$ cat src/rtl/mux_rr_arbiter_if.sv
// Requester/consumer bus for mux_rr_arbiter. The slave modport is the arbiter
// side; the master modport is the side that drives requests and out_ready.
interface mux_rr_arbiter_if #(
  parameter int DW = 8
);
  logic          req_a;
  logic [DW-1:0] data_a;
  logic          req_b;
  logic [DW-1:0] data_b;
  logic          gnt_a;
  logic          gnt_b;
  logic          sel;
  logic          out_valid;
  logic [DW-1:0] out_data;
  logic          out_ready;

  // Handshakes: a requester word moves when req_x & gnt_x on a rising edge; the
  // output word moves when out_valid & out_ready. A requester holds data_x stable
  // while req_x is high and not granted; out_data holds while out_valid & !out_ready.
  modport slave (
    input  req_a, data_a, req_b, data_b, out_ready,
    output gnt_a, gnt_b, sel, out_valid, out_data
  );

  modport master (
    output req_a, data_a, req_b, data_b, out_ready,
    input  gnt_a, gnt_b, sel, out_valid, out_data
  );
endinterface

$ cat src/rtl/mux_rr_arbiter.sv
// Two-requester round-robin arbiter steering a shared 2:1 mux into a one-entry
// output register. Optional grant counters are enabled by MUX_RR_GRANT_CNT_EN.
module mux_rr_arbiter #(
  parameter int DW        = 8,
  parameter int MAX_BURST = 4
) (
  input  logic              clk,
  input  logic              rst_n,
  mux_rr_arbiter_if.slave   bus,
  output logic [1:0]        dbg_state_o
`ifdef MUX_RR_GRANT_CNT_EN
  ,
  output logic [15:0]       gnt_cnt_a,
  output logic [15:0]       gnt_cnt_b
`endif
);

  localparam logic [1:0] IDLE  = 2'd0;
  localparam logic [1:0] OWN_A = 2'd1;
  localparam logic [1:0] OWN_B = 2'd2;

  localparam int            CW        = (MAX_BURST > 1) ? $clog2(MAX_BURST) : 1;
  localparam logic [CW-1:0] LAST_BEAT = CW'(MAX_BURST - 1);

  logic [1:0]    state_q, state_d;
  logic          last_b_q, last_b_d;  // 1 when B was the most recent owner
  logic [CW-1:0] burst_q, burst_d;
  logic          sel_q;
  logic          out_valid_q;
  logic [DW-1:0] out_data_q;

  logic space, gnt_a, gnt_b, gnt;
  logic own_is_b, own_req, oth_req;
  logic [1:0] other_state;

  assign space = !out_valid_q || bus.out_ready;
  assign gnt_a = (state_q == OWN_A) && bus.req_a && space;
  assign gnt_b = (state_q == OWN_B) && bus.req_b && space;
  assign gnt   = gnt_a || gnt_b;

  always_comb begin
    state_d     = state_q;
    last_b_d    = last_b_q;
    burst_d     = burst_q;
    own_is_b    = (state_q == OWN_B);
    own_req     = own_is_b ? bus.req_b : bus.req_a;
    oth_req     = own_is_b ? bus.req_a : bus.req_b;
    other_state = own_is_b ? OWN_A : OWN_B;
    case (state_q)
      IDLE: begin
        burst_d = '0;
        if (bus.req_a && bus.req_b) begin
          state_d = last_b_q ? OWN_A : OWN_B;
        end else if (bus.req_a) begin
          state_d = OWN_A;
        end else if (bus.req_b) begin
          state_d = OWN_B;
        end
      end
      OWN_A, OWN_B: begin
        if (!own_req) begin
          last_b_d = own_is_b;
          burst_d  = '0;
          state_d  = oth_req ? other_state : IDLE;
        end else if (gnt) begin
          // Allowance used up: hand over if the other side waits, else restart it.
          if (burst_q == LAST_BEAT) begin
            last_b_d = own_is_b;
            burst_d  = '0;
            if (oth_req) state_d = other_state;
          end else begin
            burst_d = burst_q + 1'b1;
          end
        end
      end
      default: begin
        state_d = IDLE;
        burst_d = '0;
      end
    endcase
  end

  always_ff @(posedge clk or negedge rst_n) begin
    if (!rst_n) begin
      state_q  <= IDLE;
      last_b_q <= 1'b1;
      burst_q  <= '0;
      sel_q    <= 1'b0;
    end else begin
      state_q  <= state_d;
      last_b_q <= last_b_d;
      burst_q  <= burst_d;
      sel_q    <= (state_d == OWN_B);
    end
  end

  always_ff @(posedge clk or negedge rst_n) begin
    if (!rst_n) begin
      out_valid_q <= 1'b0;
      out_data_q  <= '0;
    end else if (gnt) begin
      out_valid_q <= 1'b1;
      out_data_q  <= sel_q ? bus.data_b : bus.data_a;
    end else if (bus.out_ready) begin
      out_valid_q <= 1'b0;
    end
  end

`ifdef MUX_RR_GRANT_CNT_EN
  logic [15:0] gnt_cnt_a_q, gnt_cnt_b_q;

  always_ff @(posedge clk or negedge rst_n) begin
    if (!rst_n) begin
      gnt_cnt_a_q <= '0;
      gnt_cnt_b_q <= '0;
    end else begin
      if (gnt_a) gnt_cnt_a_q <= gnt_cnt_a_q + 16'd1;
      if (gnt_b) gnt_cnt_b_q <= gnt_cnt_b_q + 16'd1;
    end
  end

  assign gnt_cnt_a = gnt_cnt_a_q;
  assign gnt_cnt_b = gnt_cnt_b_q;
`endif

  assign bus.gnt_a     = gnt_a;
  assign bus.gnt_b     = gnt_b;
  assign bus.sel       = sel_q;
  assign bus.out_valid = out_valid_q;
  assign bus.out_data  = out_data_q;
  assign dbg_state_o   = state_q;

endmodule

$ cat src/flat_wrapper.sv
// flat-port wrapper written by rule: the top's interface ports become plain ports
module mux_rr_arbiter_flat 
#(
  parameter int DW        = 8,
  parameter int MAX_BURST = 4
)
  (clk, rst_n, dbg_state_o, bus_req_a, bus_data_a, bus_req_b, bus_data_b, bus_out_ready, bus_gnt_a, bus_gnt_b, bus_sel, bus_out_valid, bus_out_data);
  mux_rr_arbiter_if #(.DW(DW)) bus_i ();
  input  logic clk;
  input  logic rst_n;
  output logic [1:0] dbg_state_o;
  input wire logic [$bits(bus_i.req_a)-1:0] bus_req_a;
  input wire logic [$bits(bus_i.data_a)-1:0] bus_data_a;
  input wire logic [$bits(bus_i.req_b)-1:0] bus_req_b;
  input wire logic [$bits(bus_i.data_b)-1:0] bus_data_b;
  input wire logic [$bits(bus_i.out_ready)-1:0] bus_out_ready;
  output wire logic [$bits(bus_i.gnt_a)-1:0] bus_gnt_a;
  output wire logic [$bits(bus_i.gnt_b)-1:0] bus_gnt_b;
  output wire logic [$bits(bus_i.sel)-1:0] bus_sel;
  output wire logic [$bits(bus_i.out_valid)-1:0] bus_out_valid;
  output wire logic [$bits(bus_i.out_data)-1:0] bus_out_data;
  assign bus_i.req_a = bus_req_a;
  assign bus_i.data_a = bus_data_a;
  assign bus_i.req_b = bus_req_b;
  assign bus_i.data_b = bus_data_b;
  assign bus_i.out_ready = bus_out_ready;
  assign bus_gnt_a = bus_i.gnt_a;
  assign bus_gnt_b = bus_i.gnt_b;
  assign bus_sel = bus_i.sel;
  assign bus_out_valid = bus_i.out_valid;
  assign bus_out_data = bus_i.out_data;
  mux_rr_arbiter #(.DW(DW), .MAX_BURST(MAX_BURST)) u_core (.clk(clk), .rst_n(rst_n), .bus(bus_i), .dbg_state_o(dbg_state_o));
endmodule
$ cat config.mk
export PLATFORM = sky130hd
export DESIGN_NAME = mux_rr_arbiter_flat
export DESIGN_NICKNAME = d
export VERILOG_FILES = /design/src/rtl/mux_rr_arbiter_if.sv /design/src/rtl/mux_rr_arbiter.sv /design/src/flat_wrapper.sv
export SDC_FILE = /design/constraint.sdc
export NUM_CORES = 1
export LEC_CHECK = 0
export ABC_CLOCK_PERIOD_IN_PS = 2000
export CORE_AREA = 2 2 46 48
export CTS_CLUSTER_DIAMETER = 30
export DETAILED_ROUTE_END_ITERATION = 7
export DIE_AREA = 0 0 48 50
export DONT_BUFFER_PORTS = 1
export PLACE_DENSITY = 0.66
export REMOVE_ABC_BUFFERS = 1
export SYNTH_ARGS = -nofsm -noshare
export SYNTH_HDL_FRONTEND = slang
export SYNTH_SLANG_ARGS = --single-unit
$ cat constraint.sdc
create_clock -name clk -period 2 [get_ports clk]
set_input_delay 0.3 -clock clk [delete_from_list [all_inputs] [get_ports clk]]
set_output_delay 0.3 -clock clk [all_outputs]
set_load 0.05 [all_outputs]
# Word-level counts from Yosys, hierarchy flattened
# Cells that the tools add are included.
# totals
out_inout_bits,14
ram_bits,0
input_bits,21
mem_count,0
rom_bits,0
latchBits,0
ff_bits,15
# classes
muxes,23
multipliers,0
div_mod_pow,0
n_shift,0
n_bitwise,0
reduce_logical,12
magnitude_cmp,0
addsub,1
n_eq_ne,7
# op_table
op,count
$mux W2,14
$mux W8,1
$mux W1,7
$eq A2 B2 Y1 const B,3
$logic_and A1 B1 Y1,5
$pmux W2 S2,1
$ne A3 B2 Y1 const B,1
$reduce_and A3 Y1,1
$add A2 B1 Y2 const B,1
$eq A2 B1 Y1 const B,1
$logic_not A2 Y1,1
$logic_or A1 B1 Y1,2
$ne A2 B1 Y1 const B,1
$ne A2 B2 Y1 const B,1
$reduce_bool A2 Y1,1
$reduce_or A2 Y1,1
$logic_not A1 Y1,1

# Logic depth before layout (Yosys ltp)
# logic_depth
word_depth,8
depth_mapped,8

# Worst setup path before layout
# No wires, ideal clock.
# synth_timing
path_kind,flip-flop to flip-flop
from,"register u_core.state_q[0], in the netlist u_core.dbg_state_o[0]"
to,"register u_core.sel_q, in the netlist u_core.bus.sel"
t_required_ns,1.882
arrival_ns,1.911
path_buffers,1
setup_slack_ns,-0.029
setup_time_ns,0.118
stages_incl_launch_ff,8
path_cell_list,dfrtp_1 > inv_1 > ha_1 > buf_4 > a22oi_2 > o41ai_2 > o2111a_2 > o2bb2a_4
# synth_via
elab_chain_cells,8
# synth_lines
item,line,rtl
start: declaration,mux_rr_arbiter.sv:25,"logic [1:0] state_q, state_d;"
start signal: assignment,mux_rr_arbiter.sv:90,state_q <= state_d;
$eq A2 B2 Y1 *,mux_rr_arbiter.sv:45,own_is_b = (state_q == OWN_B);
via u_core.own_is_b,mux_rr_arbiter.sv:33,"logic own_is_b, own_req, oth_req;"
"$mux W2, or another cell as far along",mux_rr_arbiter.sv:48,other_state = own_is_b ? OWN_A : OWN_B;
$mux W2 or $logic_and A1 B1 Y1 (tied branches),"mux_rr_arbiter.sv:70, mux_rr_arbiter.sv:38",
$mux W2 or $logic_or A1 B1 Y1 (tied branches),"mux_rr_arbiter.sv:67, mux_rr_arbiter.sv:39",
$mux W2,mux_rr_arbiter.sv:65,end else if (gnt) begin
$mux W2,mux_rr_arbiter.sv:61,if (!own_req) begin
$pmux W2 S2 *,mux_rr_arbiter.sv:49,case (state_q)
$eq A2 B2 Y1 *,mux_rr_arbiter.sv:93,sel_q <= (state_d == OWN_B);
end signal: assignment,mux_rr_arbiter.sv:93,
end: declaration,mux_rr_arbiter.sv:28,logic sel_q;
# The timed path passes the listed nets; every way through them passes the cells marked *.
# A chain may end at the register's enable or synchronous reset.

# Final worst setup path
# layout_timing
from,"register u_core.state_q[0], in the netlist u_core.dbg_state_o[0]"
to,output bus_gnt_b
# layout_via
elab_chain_cells,3
# layout_lines
item,line,rtl
$eq A2 B2 Y1,-,
via u_core.own_is_b,mux_rr_arbiter.sv:33,
$logic_and A1 B1 Y1 (2 in series),mux_rr_arbiter.sv:38,assign gnt_b = (state_q == OWN_B) && bus.req_b && space;
end: declaration,flat_wrapper.sv:18,output wire logic [$bits(bus_i.gnt_b)-1:0] bus_gnt_b;
# The timed path passes the listed nets, and every way through them passes these cells.

==> out/results.txt <==
outcome: finished, final reports clean
Synth cell types: 33
Final Power: 1.95 mW
drt first pass iters: 3
I/O pin cnt: 35
power density over cell area: 1830 nW/um^2
CTS tree: done
switching power: 1.06 mW
Std-Cell Rows: 16
fin. max-slew vios: 0
DRT iter0 DRCs: 10
most frequent CP cell: and2_1
WP buf/inv: 2
via count: 759
sequential area share after synthesis: 39.1%
CP Cell Sequence: inv_1 > ha_2 > and2_1 > and2_1 > buf_12
vias per cell: 5.62
fin crit period: 1.91 ns
Setup crit end kind: output port
final WL: 1930 um
Root Buffer: clkbuf_4
Flop pwr share: 43.0%
Bufs on Longest Clock Path: 2
Final GP Congestion: 0.863
Routed Antenna Nets: 0
die height: 50 um
worst slew pin tran: 0.663 ns
Top delay family on crit path: flip-flops
Final setup viols: 0
die area: 2400 um^2
internal power: 0.888 mW
Syn. warnings: 0
Synth-to-Final Area Change: 10.5%
vias in the first global route: 729
Req. time, crit path: 1.70 ns
Clk pwr share: 9.8%
predominant post-synthesis flop cell: dfrtp_1
share of cells above drive strength 1: 17.6%
initial antenna violation count: 0
max incr delay on CP: 0.39 ns
Arr. time, crit path: 1.61 ns
clock skew: 0.00103 ns
average routed wire per standard cell: 14.3 um
Netlist Area Pre-Place: 962 um^2
global-route wire length before repair: 3260 um
clock transition at the registers of the reported paths: 0.10 ns
max-cap violations: 0
Sw Ratio: 54.4%
clk_lat worst skew: 0.30 ns
post-DP HPWL: 1480 um
final hold violation count: 0
async set-or-reset flop fraction in the synthesized netlist: 100%
Die Width: 48 um
final worst slack: 0.0917 ns
Worst VDD drop: 0.942 mV
Max Clk Rate: 524 MHz
n_diodes: 0
Clock Sinks: 15
TritonCTS Buffers: 3
syn avg cell area: 9.53 um^2
Worst Setup Start Kind: flop
P_leak: 0.460 nW
residual DRC count: 0
Hold WS: 0.183 ns
most common cell after layout, fill and taps aside: dfrtp_1
Slew headroom: 55.6%
CTS H-Tree Depth: 1
count of input and output buffers: 0
Synth Instances: 101
GR Util All Layers: 19.5%
RSZ-0062 raised after global routing: no
Post-synth EDFFs: 0
critical path fanouts, max: 10
pre-CTS WS: 0.231 ns
final worst-path cycle share: 95.4%
pin count of the biggest net entering global routing: 17
Synth Register Bits: 15
Post-layout nets: 135
Hold WC Path Type: in2reg
grt total ovfl: 0
slowest CP cell: dfrtp_1
CP Class: reg2out
Logic pwr share: 47.3%
Fillers: 173
most frequent cells in the layout: 14 x dfrtp_1, 12 x a21oi_1, 12 x nor2_1
Starting Density: 50.6%
core area: 1900 um^2
[path summary, 6_finish.rpt]
| check | startpoint | to | slack, ns | cells past startpoint |
|---|---|---|---|---|
| setup / recovery | u_core.dbg_state_o[0] | bus_gnt_b | 0.09 | 5 |
| hold / removal | bus_req_b | u_core.bus.out_valid | 0.18 | 2 |
| setup reg to reg | u_core.dbg_state_o[0] | u_core.bus.sel | 0.24 | 6 |
| hold reg to reg | u_core.last_b_q | u_core.last_b_q | 0.52 | 2 |
| max in group asynchronous | rst_n | u_core.bus.out_data[1] | 1.12 | 1 |
| min in group asynchronous | rst_n | u_core.bus.out_valid | 0.46 | 1 |
[power by group through the flow]
stage	registers (mW)	clock network, mW	logic (mW)
finish	0.836	0.190	0.920
detailed placement	0.845	0	0.911
CTS	0.839	0.193	0.928
global placement	0.842	0	0.897
global route	0.858	0.206	1.02
floorplan	0.951	0	0.572
[layout make-up]
| type | instances | area (um^2) | share of cell area (%) |
|---|---|---|---|
| Clock buffer | 3 | 22.5 | 2.12 |
| Clock inverter | 1 | 5.00 | 0.471 |
| Inverter | 6 | 22.5 | 2.12 |
| Multi-Input combinational cell | 75 | 528 | 49.6 |
| Sequential cell | 15 | 377 | 35.4 |
| Tap cell | 27 | 33.8 | 3.18 |
| Timing Repair Buffer | 8 | 75.1 | 7.06 |
[timing repair]
item,CTS,global route
endpoints found under the hold margin,15,0
buffers inserted,0,0
hold buffers,1,0
endpoints found under the setup margin,1,0
gates resized for setup,1,0
[registers in the layout, summed over array words and instances (netlist names)]
register and flops:
u_core.last_b_q 1, u_core.bus.out_data 8, u_core.bus.sel 1, u_core.bus.out_valid 1
u_core.burst_q 2, u_core.dbg_state_o 2
[cells in the mapped netlist (all sizes together) (3+ instances only)]
cell type / instances / area [um^2]
a21oi: 12 / 60.1
o21ai: 3 / 15.0
nor2b: 3 / 18.8
mux2i: 10 / 100
buf: 5 / 37.5
ha: 5 / 62.6
inv: 6 / 22.5
nand2: 5 / 18.8
dfrtp: 14 / 350
nor2: 13 / 51.3
[per-layer routing]
metal | part of all wire (%) | global-route usage (%) | wire length, um | vias to the layer above
li1 | - | - | - | 373
met1 | 43 | 24.1 | 822 | 360
met2 | 50 | 30.0 | 959 | 19
met3 | 4.4 | 4.40 | 86 | 7
met4 | 3.4 | 10.8 | 65 | 0
met5 | 0 | 0 | 0 | -
[logic make-up (layout without fill, tap and decap cells)]
group / count (synthesis) / after routing / synth area share [%]
buffers and inverters: 11 / 18 / 6.24
muxes: 10 / 10 / 10.4
AOI/OAI and AO/OA: 31 / 31 / 23.4
adders and majority gates: 5 / 5 / 6.50
and+or+nand+nor: 29 / 29 / 14.3
DFF: 15 / 15 / 39.1
[metrics by stage]
step | cells | setup TNS [ns] | utilization [%] | cell area (um^2)
floorplan | 96 | -0.0813 | - | 925
global placement | 130 | 0 | 53.8 | 1020
detailed placement | 130 | 0 | 53.8 | 1020
CTS | 135 | 0 | 55.9 | 1060
global route | 135 | 0 | 55.9 | 1060
finish | 135 | 0 | 55.9 | 1060
(Power assumes the default switching activity.)
